`src/rtl/clk_div_multi.sv`:
```
// Multi-channel clock divider: per-channel toggle or pulse output plus wrap tick.
// Optional CLK_DIV_SYNC_EN adds a sync_all input that realigns every channel.
module clk_div_multi #(
    parameter int NCH         = 2,
    parameter int CNT_W       = 20,
    parameter int DIV_DEFAULT = 50000
) (
    input  logic             clk,
    input  logic             reset,
    input  logic [NCH-1:0]   en,
    input  logic [NCH-1:0]   mode,
    input  logic             div_load,
    input  logic [2:0]       div_ch,
    input  logic [CNT_W-1:0] div_val,
`ifdef CLK_DIV_SYNC_EN
    input  logic             sync_all,
`endif
    output logic [NCH-1:0]   clk_out,
    output logic [NCH-1:0]   tick
);

    localparam logic [CNT_W-1:0] DIV_RST = CNT_W'(DIV_DEFAULT);

    logic sync;

`ifdef CLK_DIV_SYNC_EN
    assign sync = sync_all;
`else
    assign sync = 1'b0;
`endif

    for (genvar i = 0; i < NCH; i++) begin : g_ch
        logic [CNT_W-1:0] cnt;
        logic [CNT_W-1:0] div;
        logic             mode_q;
        logic             co;
        logic             tk;
        logic             sel;
        logic             chg;
        logic             wrap;

        assign sel  = div_load && (div_ch == 3'(i));
        assign chg  = mode[i] != mode_q;
        // Load, mode change and sync all restart the count and veto the wrap
        assign wrap = en[i] && (cnt == div) && !sel && !chg && !sync;

        always_ff @(posedge clk) begin
            if (reset) begin
                cnt    <= '0;
                div    <= DIV_RST;
                mode_q <= 1'b0;
                co     <= 1'b0;
                tk     <= 1'b0;
            end else begin
                mode_q <= mode[i];
                tk     <= wrap;
                if (sel && !sync)
                    div <= div_val;
                if (sync || chg || sel)
                    cnt <= '0;
                else if (en[i])
                    cnt <= wrap ? '0 : cnt + 1'b1;
                if (sync || chg)
                    co <= 1'b0;
                else if (mode_q)
                    co <= wrap;
                else if (wrap)
                    co <= ~co;
            end
        end

        assign clk_out[i] = co;
        assign tick[i]    = tk;
    end

endmodule

```
`config.mk`:
```
export PLATFORM = sky130hd
export DESIGN_NAME = clk_div_multi
export DESIGN_NICKNAME = d
export VERILOG_FILES = /design/src/rtl/clk_div_multi.sv
export SDC_FILE = /design/constraint.sdc
export NUM_CORES = 1
export LEC_CHECK = 0
export BUFFER_PORTS_ARGS = -buffer_cell sky130_fd_sc_hd__buf_2
export CAP_MARGIN = 20
export CORE_AREA = 5 5 134 136
export CTS_BUF_LIST = sky130_fd_sc_hd__clkbuf_16
export CTS_CLUSTER_DIAMETER = 150
export CTS_CLUSTER_SIZE = 8
export DETAILED_ROUTE_END_ITERATION = 10
export DIE_AREA = 0 0 139 141
export HOLD_SLACK_MARGIN = 0.06
export SETUP_SLACK_MARGIN = 0.05
export SLEW_MARGIN = 20
export SYNTH_ARGS = -nofsm -noshare
export SYNTH_HDL_FRONTEND = slang
export SYNTH_SLANG_ARGS = --single-unit
export TNS_END_PERCENT = 20
```
`constraint.sdc`:
```
create_clock -name clk -period 4.7 [get_ports clk]
set_clock_uncertainty 0.05 [all_clocks]
set_input_delay 0.47 -clock clk [delete_from_list [all_inputs] [get_ports clk]]
set_output_delay 0.47 -clock clk [all_outputs]
set_load 0.05 [all_outputs]
```
==> reports/qor.txt, run 1 <==
Io pins = 34
Die X = 139 µm
Tightest Hold Check Type = primary input to register
Run status = complete, no violations
# Post-CTS Setup Buffers = 0
Layout cells sized above 1 = 0.166
Crit-path leading delay family = simple AND/OR/NAND/NOR gates
Clk sinks = 86
Cts-stage hold buffer count = 0
Setup TNS = 0 ns
Largest net degree at the start of global routing = 47
Crit-path cells = xnor2_1 > nand4_1 > nor4_1 > and2_1 > nor2b_1
Routed WL per cell = 13.1 µm
Area of the multi-input gates = 2200 µm²
CP startpoint kind = register
Fin crit period = 2.26 ns
Row cnt = 48
# fillers = 1839
Clock Pin Slew Worst Setup and Hold Paths = 0.06 ns
Number of port buffers = 33
Total Routing Usage GR = 0.0970
Least-Margin Pin Slew = 1.01 ns
Worst hold margin = 0.324 ns
Crit-path max FO = 21
Initial antenna violation count = 0
Post-DP HPWL = 6880 µm
CP Buf/Inv Count = 0
Syn-to-layout area delta = 17.6%
Slowest CP cell = and2_1
Fmax = 442 MHz
Final hold vios = 0
Gr ovfl total = 0
Die area = 19600 µm²
Drt pass-1 iters = 4
Nets = 515
Remaining DRCs = 0
Syn Area/Cell = 8.78 µm²
Later-pin clock latency in the skew report = 0.33 ns
CP Data Required Time = 4.92 ns
PwrDens = 351 nW/µm²
Via count = 3076
Yosys synthesis warning count = 0
Cell Area, Synth = 4070 µm²
WL final = 9330 µm
CTS root buf = clkbuf_16
Period utilisation layout = 0.481
# resized after CTS = 0
Register area = 1720 µm²
Distinct cell type count after synthesis = 35
Largest stage delay, worst path = 0.74 ns
Post-synth ARST share = 0
Final Slew Violations = 0
Final antenna-violating net count = 0
Yosys reg bits = 86
Crit Path Class = register to register
Maxcap violations = 0
Ys flop type = dfxtp_1
Crit. End Element = register
CTS Buf Count = 9
Maximum VDD drop = 0.163 mV
Core ar. = 16800 µm²
Pleak = 0.00156 µW
RSZ-0062 raised after global routing = false
Initial core utilization = 0.242
Worst EP arrival = 2.48 ns
First-pass GRT wire length = 15300 µm
Post-synthesis net count = 495
Synth Instances = 463
Vias in the first global route = 2983
Final setup fails = 0
Max H-tree Level = 3
Maximum clock path buffer count = 2
Drt first-iter violations = 162
Worst slew margin = 0.324
GP Congestion = 0.758
N_diodes = 0
Via/cell ratio = 4.31
Post-synth EDFFs = 0
Die Ht = 141 µm
CTS tree = built
Sequential fraction of the synthesis area = 0.423
## registers in the layout, summed over array words and instances, names as in the netlist
name	count
g_ch.cnt	40
g_ch.co	2
g_ch.div	40
g_ch.mode_q	2
g_ch.tk	2
## where the power goes
group	internal, µW	leakage [µW]	switching, µW
registers	740	0.000696	9.39
logic	33.5	0.000689	48.7
clock network	570	0.000175	275
total	1340	0.00156	333
## layer usage
| layer | up-vias | track usage | share of wire |
|---|---|---|---|
| met5 | - | 0 | 0 |
| met4 | 0 | 0.0448 | 0.017 |
| met3 | 12 | 0.0122 | 0.019 |
| met1 | 1424 | 0.141 | 0.53 |
| li1 | 1594 | - | - |
| met2 | 46 | 0.143 | 0.43 |
## logic make-up (layout without fill, tap and decap cells)
kind of cell               count (synthesis)  count (layout)  synth area share
adders and majority gates                  2               2           0.00615
xor gates and xnor gates                  80              80             0.172
muxes                                      2               2           0.00492
AOI/OAI and AO/OA                         32              32            0.0406
and+or+nand+nor                          227             227             0.312
buffers and inverters                     34              59            0.0406
DFF                                       86              86             0.423
## placed cells by master, fill, tap and decap left out, drive strengths merged, types with 3 or more instances in the layout
| cell type | n |
|---|---|
| and4 | 4 |
| nand3 | 12 |
| nand2b | 6 |
| nand3b | 12 |
| dfxtp | 86 |
| nor3 | 47 |
| nand4 | 18 |
| nand2 | 95 |
| xnor2 | 64 |
| inv | 7 |
| clkbuf | 9 |
| and3 | 5 |
| bufinv | 4 |
| nor2b | 4 |
| xor2 | 16 |
| clkinv | 3 |
| a21oi | 30 |
| nor4 | 5 |
| and2 | 3 |
| buf | 36 |
| nor2 | 12 |
## stage by stage
stage	setup slack, ns	instance area [µm²]	instances	util	total power (µW)
floorplan	3.01	4070	463	-	815
global placement	2.18	4420	697	0.263	849
detailed placement	2.21	4420	697	0.263	849
CTS	2.47	4780	713	0.284	1700
global route	2.29	4780	713	0.284	1740
finish	2.44	4780	713	0.284	1680
## layout make-up
type	instances	area share
Clock buffer	9	0.0471
Clock inverter	7	0.0285
Inverter	7	0.00549
Multi-Input combinational cell	343	0.461
Sequential cell	86	0.360
Tap cell	225	0.0589
Timing Repair Buffer	36	0.0392
## tightest hold or removal path: cells and delay by family
kind          cells  cell delay, ns
buf+inv           1            0.09
simple gates      2            0.12
## path summary, 6_finish.rpt
kind | from | endpoint | slack, ns | cells after the start
hold / removal | div_val[14] | g_ch[0].div[14] | 0.32 | 3
setup reg to reg | g_ch[1].cnt[5] | g_ch[1].tk | 2.44 | 5
hold reg to reg | g_ch[1].div[11] | g_ch[1].div[11] | 0.42 | 2
setup / recovery | g_ch[1].cnt[5] | g_ch[1].tk | 2.44 | 5
## cell usage after synthesis (all sizes together), types with 6 or more instances
library cell	number	area share
nand2	95	0.088
buf	11	0.019
nand4	18	0.033
a21oi	30	0.037
nand3	12	0.016
xnor2	64	0.14
inv	7	0.0065
nor3	47	0.084
dfxtp	86	0.42
nand2b	6	0.0092
nand3b	12	0.022
xor2	16	0.034
nor2	12	0.011
clkbuf	16	0.015
Power figures use the tool's default switching activity.
==> run 2: changes to the inputs <==
==> constraint.sdc (replaced) <==
create_clock -name clk -period 1.9 [get_ports clk]
set_clock_uncertainty 0.05 [all_clocks]
set_input_delay 0.19 -clock clk [delete_from_list [all_inputs] [get_ports clk]]
set_output_delay 0.19 -clock clk [all_outputs]
set_load 0.05 [all_outputs]
==> reports/qor.txt, run 2 (synthesis gave the netlist of run 1 again) <==
Setup TNS = 0 ns (unchanged)
Largest net degree at the start of global routing = 43 (-8.5%)
Worst setup margin = 0.149 ns (-2.29 ns)
Initial core utilization = 0.242 (unchanged)
CTS root buf = clkbuf_16
Max H-tree Level = 3 (unchanged)
RSZ-0062 raised after global routing = true
CP startpoint kind = register
Clk sinks = 86 (unchanged)
WL final = 9860 µm (+5.7%)
Reg-to-reg slack, setup = 0.15 ns (-2.29 ns)
Least-Margin Pin Slew = 0.417 ns (-0.596 ns)
First-pass GRT wire length = 16600 µm (+8.5%)
Largest stage delay, worst path = 0.41 ns (-0.33 ns)
Via/cell ratio = 4.33 (+0.42%)
Drt first-iter violations = 158 (-2.5%)
Worst slew margin = 0.722 (+0.399)
Design Area, Final = 5100 µm² (+6.8%)
GP Congestion = 0.832 (+9.8%)
CTS tree = built
PwrDens = 767 nW/µm² (+120%)
# Post-CTS Setup Buffers = 0 (unchanged)
Crit-path cells = ha_1 > and3_1 > nand4_2 > nor4_2 > xnor2_1 > nor3_2
Overall power = 3910 µW (+130%)
Io pins = 34 (unchanged)
Routed WL per cell = 13.2 µm (+0.60%)
Drt pass-1 iters = 4 (unchanged)
Sw frac = 0.213 (+0.0145)
Clock Pin Slew Worst Setup and Hold Paths = 0.06 ns (about the same)
Initial antenna violation count = 0 (unchanged)
Int Pwr = 3080 µW (+130%)
Period utilisation layout = 0.921 (+0.440)
Die Ht = 141 µm (unchanged)
Final hold vios = 0 (unchanged)
Layout cells sized above 1 = 0.187 (+0.0210)
Commonest non-fill, non-tap cell in the layout = nand2_1
Instance area at placement = 4610 µm² (+4.3%)
M2 GR Usage = 0.158 (+0.0146)
Clock power share = 0.463 (-0.041)
Remaining DRCs = 0 (unchanged)
Combinational power share = 0.064 (+0.015)
Crit. End Element = register
Crit Path Class = register to register
Worst EP arrival = 1.92 ns (-0.56 ns)
Pre-CTS setup slack = 0.146 ns (-2.07 ns)
Post-DP HPWL = 7440 µm (+8.2%)
Largest regs = g_ch.cnt (40), g_ch.div (40)
Vias in the first global route = 3222 (+8.0%)
Grt met1 use = 0.148 (+0.00707)
Tightest Hold Check Type = primary input to register
Total Routing Usage GR = 0.105 (+0.00849)
CP Data Required Time = 2.07 ns (-2.85 ns)
Gr ovfl total = 0 (unchanged)
Switching power = 835 µW (+150%)
Pleak = 0.00172 µW (+10%)
N_diodes = 0 (unchanged)
Slowest CP cell = dfxtp_1
Maximum VDD drop = 0.358 mV (+120%)
Busiest layer in global routing = met2
Maxcap violations = 0 (unchanged)
Final antenna-violating net count = 0 (unchanged)
Die area = 19600 µm² (unchanged)
Core ar. = 16800 µm² (unchanged)
CTS Buf Count = 9 (unchanged)
GR Util met3 = 0.0153 (+0.00305)
Row cnt = 48 (unchanged)
Final setup fails = 0 (unchanged)
Commonest cells after routing, fill and taps aside = 95 x nand2_1, 86 x dfxtp_1, 64 x xnor2_1, 33 x buf_2, 30 x a21oi_1
CP Buf/Inv Count = 0 (unchanged)
Later-pin clock latency in the skew report = 0.34 ns (about the same)
Final Util = 0.304 (+0.0192)
Crit-path leading delay family = simple AND/OR/NAND/NOR gates
Run status = complete, no violations
Nets = 552 (+7.2%)
Maximum clock path buffer count = 2 (unchanged)
Reg power frac = 0.473 (+0.026)
Die X = 139 µm (unchanged)
Via count = 3245 (+5.5%)
Final Slew Violations = 0 (unchanged)
Fmax = 571 MHz (+29%)
Syn-to-layout area delta = 25.5%
Fin crit period = 1.75 ns (-0.511 ns)
Crit-path max FO = 5 (-76%)
Number of port buffers = 33 (unchanged)
## run 2: metrics by stage
stage | hold slack [ns] | instances
floorplan | 0.261 | 463
global placement | 0.374 | 716
detailed placement | 0.373 | 716
CTS | 0.0622 | 749
global route | 0.0767 | 749
finish | 0.0666 | 749
## run 2: final timing paths
| check | startpoint | to | cells after the start |
|---|---|---|---|
| max reg2reg | g_ch[1].cnt[1] | g_ch[1].cnt[16] | 6 |
| min | reset | g_ch[1].tk | 2 |
| max | g_ch[1].cnt[1] | g_ch[1].cnt[16] | 6 |
| min reg2reg | g_ch[1].div[11] | g_ch[1].div[11] | 2 |
## run 2: cell type report
cell class | instances | area, µm²
Clock buffer | 9 | 225
Clock inverter | 6 | 78.8
Fill cell | 1835 | 11700
Inverter | 7 | 26.3
Multi-Input combinational cell | 343 | 2210
Sequential cell | 86 | 1720
Tap cell | 225 | 282
Timing Repair Buffer | 73 | 561
## run 2: power groups by stage
stage	clock, µW	sequential (µW)	combinational [µW]
final	1810	1850	251
after global routing	1920	1860	278
after CTS	1860	1850	253
after detailed placement	0	1890	220
after global placement	0	1890	220
after floorplan	0	1890	129
## run 2: what timing repair did
| action | CTS | global route |
|---|---|---|
| hold buffers | 18 | 0 |
| resized for setup | 0 | 2 |
| endpoints found under the hold margin | 30 | 0 |
| setup endpoints to repair | 0 | 22 |
## run 2: routing by layer
| layer | share of wire | vias to the layer above | wire, µm |
|---|---|---|---|
| li1 | - | 1666 | - |
| met1 | 0.50 | 1498 | 4970 |
| met2 | 0.43 | 65 | 4230 |
| met3 | 0.041 | 16 | 407 |
| met4 | 0.026 | 0 | 261 |
| met5 | 0 | - | 0 |
==> run 3: changes to the inputs <==
--- a/config.mk
+++ b/config.mk
@@ -7,12 +7,12 @@
 export LEC_CHECK = 0
 export BUFFER_PORTS_ARGS = -buffer_cell sky130_fd_sc_hd__buf_2
 export CAP_MARGIN = 20
-export CORE_AREA = 5 5 134 136
+export CORE_AREA = 5 5 102 104
 export CTS_BUF_LIST = sky130_fd_sc_hd__clkbuf_16
 export CTS_CLUSTER_DIAMETER = 150
 export CTS_CLUSTER_SIZE = 8
 export DETAILED_ROUTE_END_ITERATION = 10
-export DIE_AREA = 0 0 139 141
+export DIE_AREA = 0 0 107 109
 export HOLD_SLACK_MARGIN = 0.06
 export SETUP_SLACK_MARGIN = 0.05
 export SLEW_MARGIN = 20
==> reports/qor.txt, run 3 (synthesis gave the netlist of run 1 again) <==
RSZ-0062 raised after global routing = true
Via count = 3199 (-1.4%)
Commonest cells after routing, fill and taps aside = 95 x nand2_1, 85 x dfxtp_1, 63 x xnor2_1, 33 x buf_2, 30 x a21oi_1
Maximum clock path buffer count = 2 (unchanged)
Routed WL per cell = 15.2 µm (+16%)
Final Slew Violations = 0 (unchanged)
Crit-path max FO = 10 (+5)
Initial core utilization = 0.430 (+0.188)
Remaining DRCs = 0 (unchanged)
Fin crit period = 1.80 ns (+0.0481 ns)
Clock Pin Slew Worst Setup and Hold Paths = 0.06 ns (about the same)
Io pins = 34 (unchanged)
Largest regs = g_ch.cnt (40), g_ch.div (40)
Drt pass-1 iters = 4 (unchanged)
Pre-CTS setup slack = 0.0896 ns (-0.0560 ns)
Syn-to-layout area delta = 20.8%
Crit. End Element = register
Run status = complete, no violations
PwrDens = 796 nW/µm² (+3.8%)
Crit Path Class = register to register
CTS Buf Count = 9 (unchanged)
Drt first-iter violations = 141 (-11%)
Layout cells sized above 1 = 0.189 (+0.00217)
N_diodes = 0 (unchanged)
Die area = 11700 µm² (-40%)
Worst setup margin = 0.101 ns (-0.0481 ns)
Setup TNS = 0 ns (unchanged)
Die X = 107 µm (-23%)
Instance area at placement = 4410 µm² (-4.4%)
Worst hold margin = 0.0714 ns (+0.00484 ns)
Pleak = 0.00173 µW (+0.31%)
Design Area, Final = 4910 µm² (-3.8%)
Vias in the first global route = 3128 (-2.9%)
Period utilisation layout = 0.947 (+0.0253)
Worst EP arrival = 1.95 ns (+0.03 ns)
First-pass GRT wire length = 15500 µm (-6.4%)
Final hold vios = 0 (unchanged)
Clk sinks = 86 (unchanged)
Via/cell ratio = 5.06 (+17%)
Number of port buffers = 33 (unchanged)
Nets = 545 (-1.3%)
Max H-tree Level = 3 (unchanged)
Final Util = 0.519 (+0.216)
Core ar. = 9460 µm² (-44%)
GP Congestion = 0.830 (-0.24%)
Least-Margin Pin Slew = 0.412 ns (-0.00457 ns)
Fmax = 556 MHz (-2.7%)
Final setup fails = 0 (unchanged)
Final antenna-violating net count = 0 (unchanged)
Largest net degree at the start of global routing = 43 (unchanged)
CP startpoint kind = register
Initial antenna violation count = 0 (unchanged)
Post-DP HPWL = 6900 µm (-7.3%)
CTS root buf = clkbuf_16
Commonest non-fill, non-tap cell in the layout = nand2_1
Maxcap violations = 0 (unchanged)
CP Data Required Time = 2.05 ns (-0.02 ns)
Maximum VDD drop = 0.394 mV (+10%)
Later-pin clock latency in the skew report = 0.33 ns (about the same)
Row cnt = 36 (-25%)
Die Ht = 109 µm (-23%)
WL final = 9620 µm (-2.5%)
# Post-CTS Setup Buffers = 0 (unchanged)
Total Routing Usage GR = 0.171 (+0.0657)
CTS tree = built
Gr ovfl total = 0 (unchanged)
Tightest Hold Check Type = primary input to register
Worst slew margin = 0.725 (+0.00305)
==> run 3: cell count changes in the layout (fill, tap and decap cells not counted), sizes merged <==
cell         delta
and2            +1
inv             +3
buf             -5
clkinvlp        -1
dlygate4sd3     -3
clkinv          -1
==> run 3: cell type report <==
type,count,area [µm²]
clock buffer,9,225
clock inverter,7,83.8
fill,889,4550
inverter,7,26.3
multi-input combinational,344,2240
sequential,86,1720
tap,114,143
timing repair buffer,65,468
==> run 3: critical path: stages (launching register included) <==
cell and delay (ns):
dfxtp_1 0.42, xnor2_1 0.16, nand4_1 0.13, nor4_2 0.38, and2_2 0.46, nor3_2 0.08
==> run 3: stage by stage <==
| step | total power, µW | std cells |
|---|---|---|
| 2_1_floorplan | 2020 | 463 |
| 3_3_place_gp | 2110 | 600 |
| 3_5_place_dp | 2110 | 600 |
| 4_1_cts | 3960 | 631 |
| 5_1_grt | 4050 | 632 |
| 6_report | 3910 | 632 |
==> run 3: report_power, final <==
part | switching (µW) | internal (µW) | total, µW
combinational | 128 | 114 | 241
sequential | 26.5 | 1830 | 1860
clock | 675 | 1130 | 1810
total | 829 | 3080 | 3910
==> run 3: worst paths after layout <==
kind,start,end,slack (ns),cells after the start
max,g_ch[0].cnt[11],g_ch[0].cnt[10],0.10,5
min,mode[0],g_ch[0].mode_q,0.07,2
max reg2reg,g_ch[0].cnt[11],g_ch[0].cnt[10],0.10,5
min reg2reg,g_ch[1].div[13],g_ch[1].div[13],0.42,2
==> run 3: timing repair <==
action,CTS,global route
endpoints found under the hold margin,25,0
setup endpoints to repair,0,41
resized for setup,0,7
hold buffers,15,0
==> run 3: metal layers <==
metal | vias to the layer above | track usage | part of all wire
li1 | 1645 | - | -
met1 | 1483 | 0.228 | 0.49
met2 | 67 | 0.279 | 0.46
met3 | 4 | 0.0397 | 0.045
met4 | 0 | 0.0493 | 0.0068
met5 | - | 0 | 0
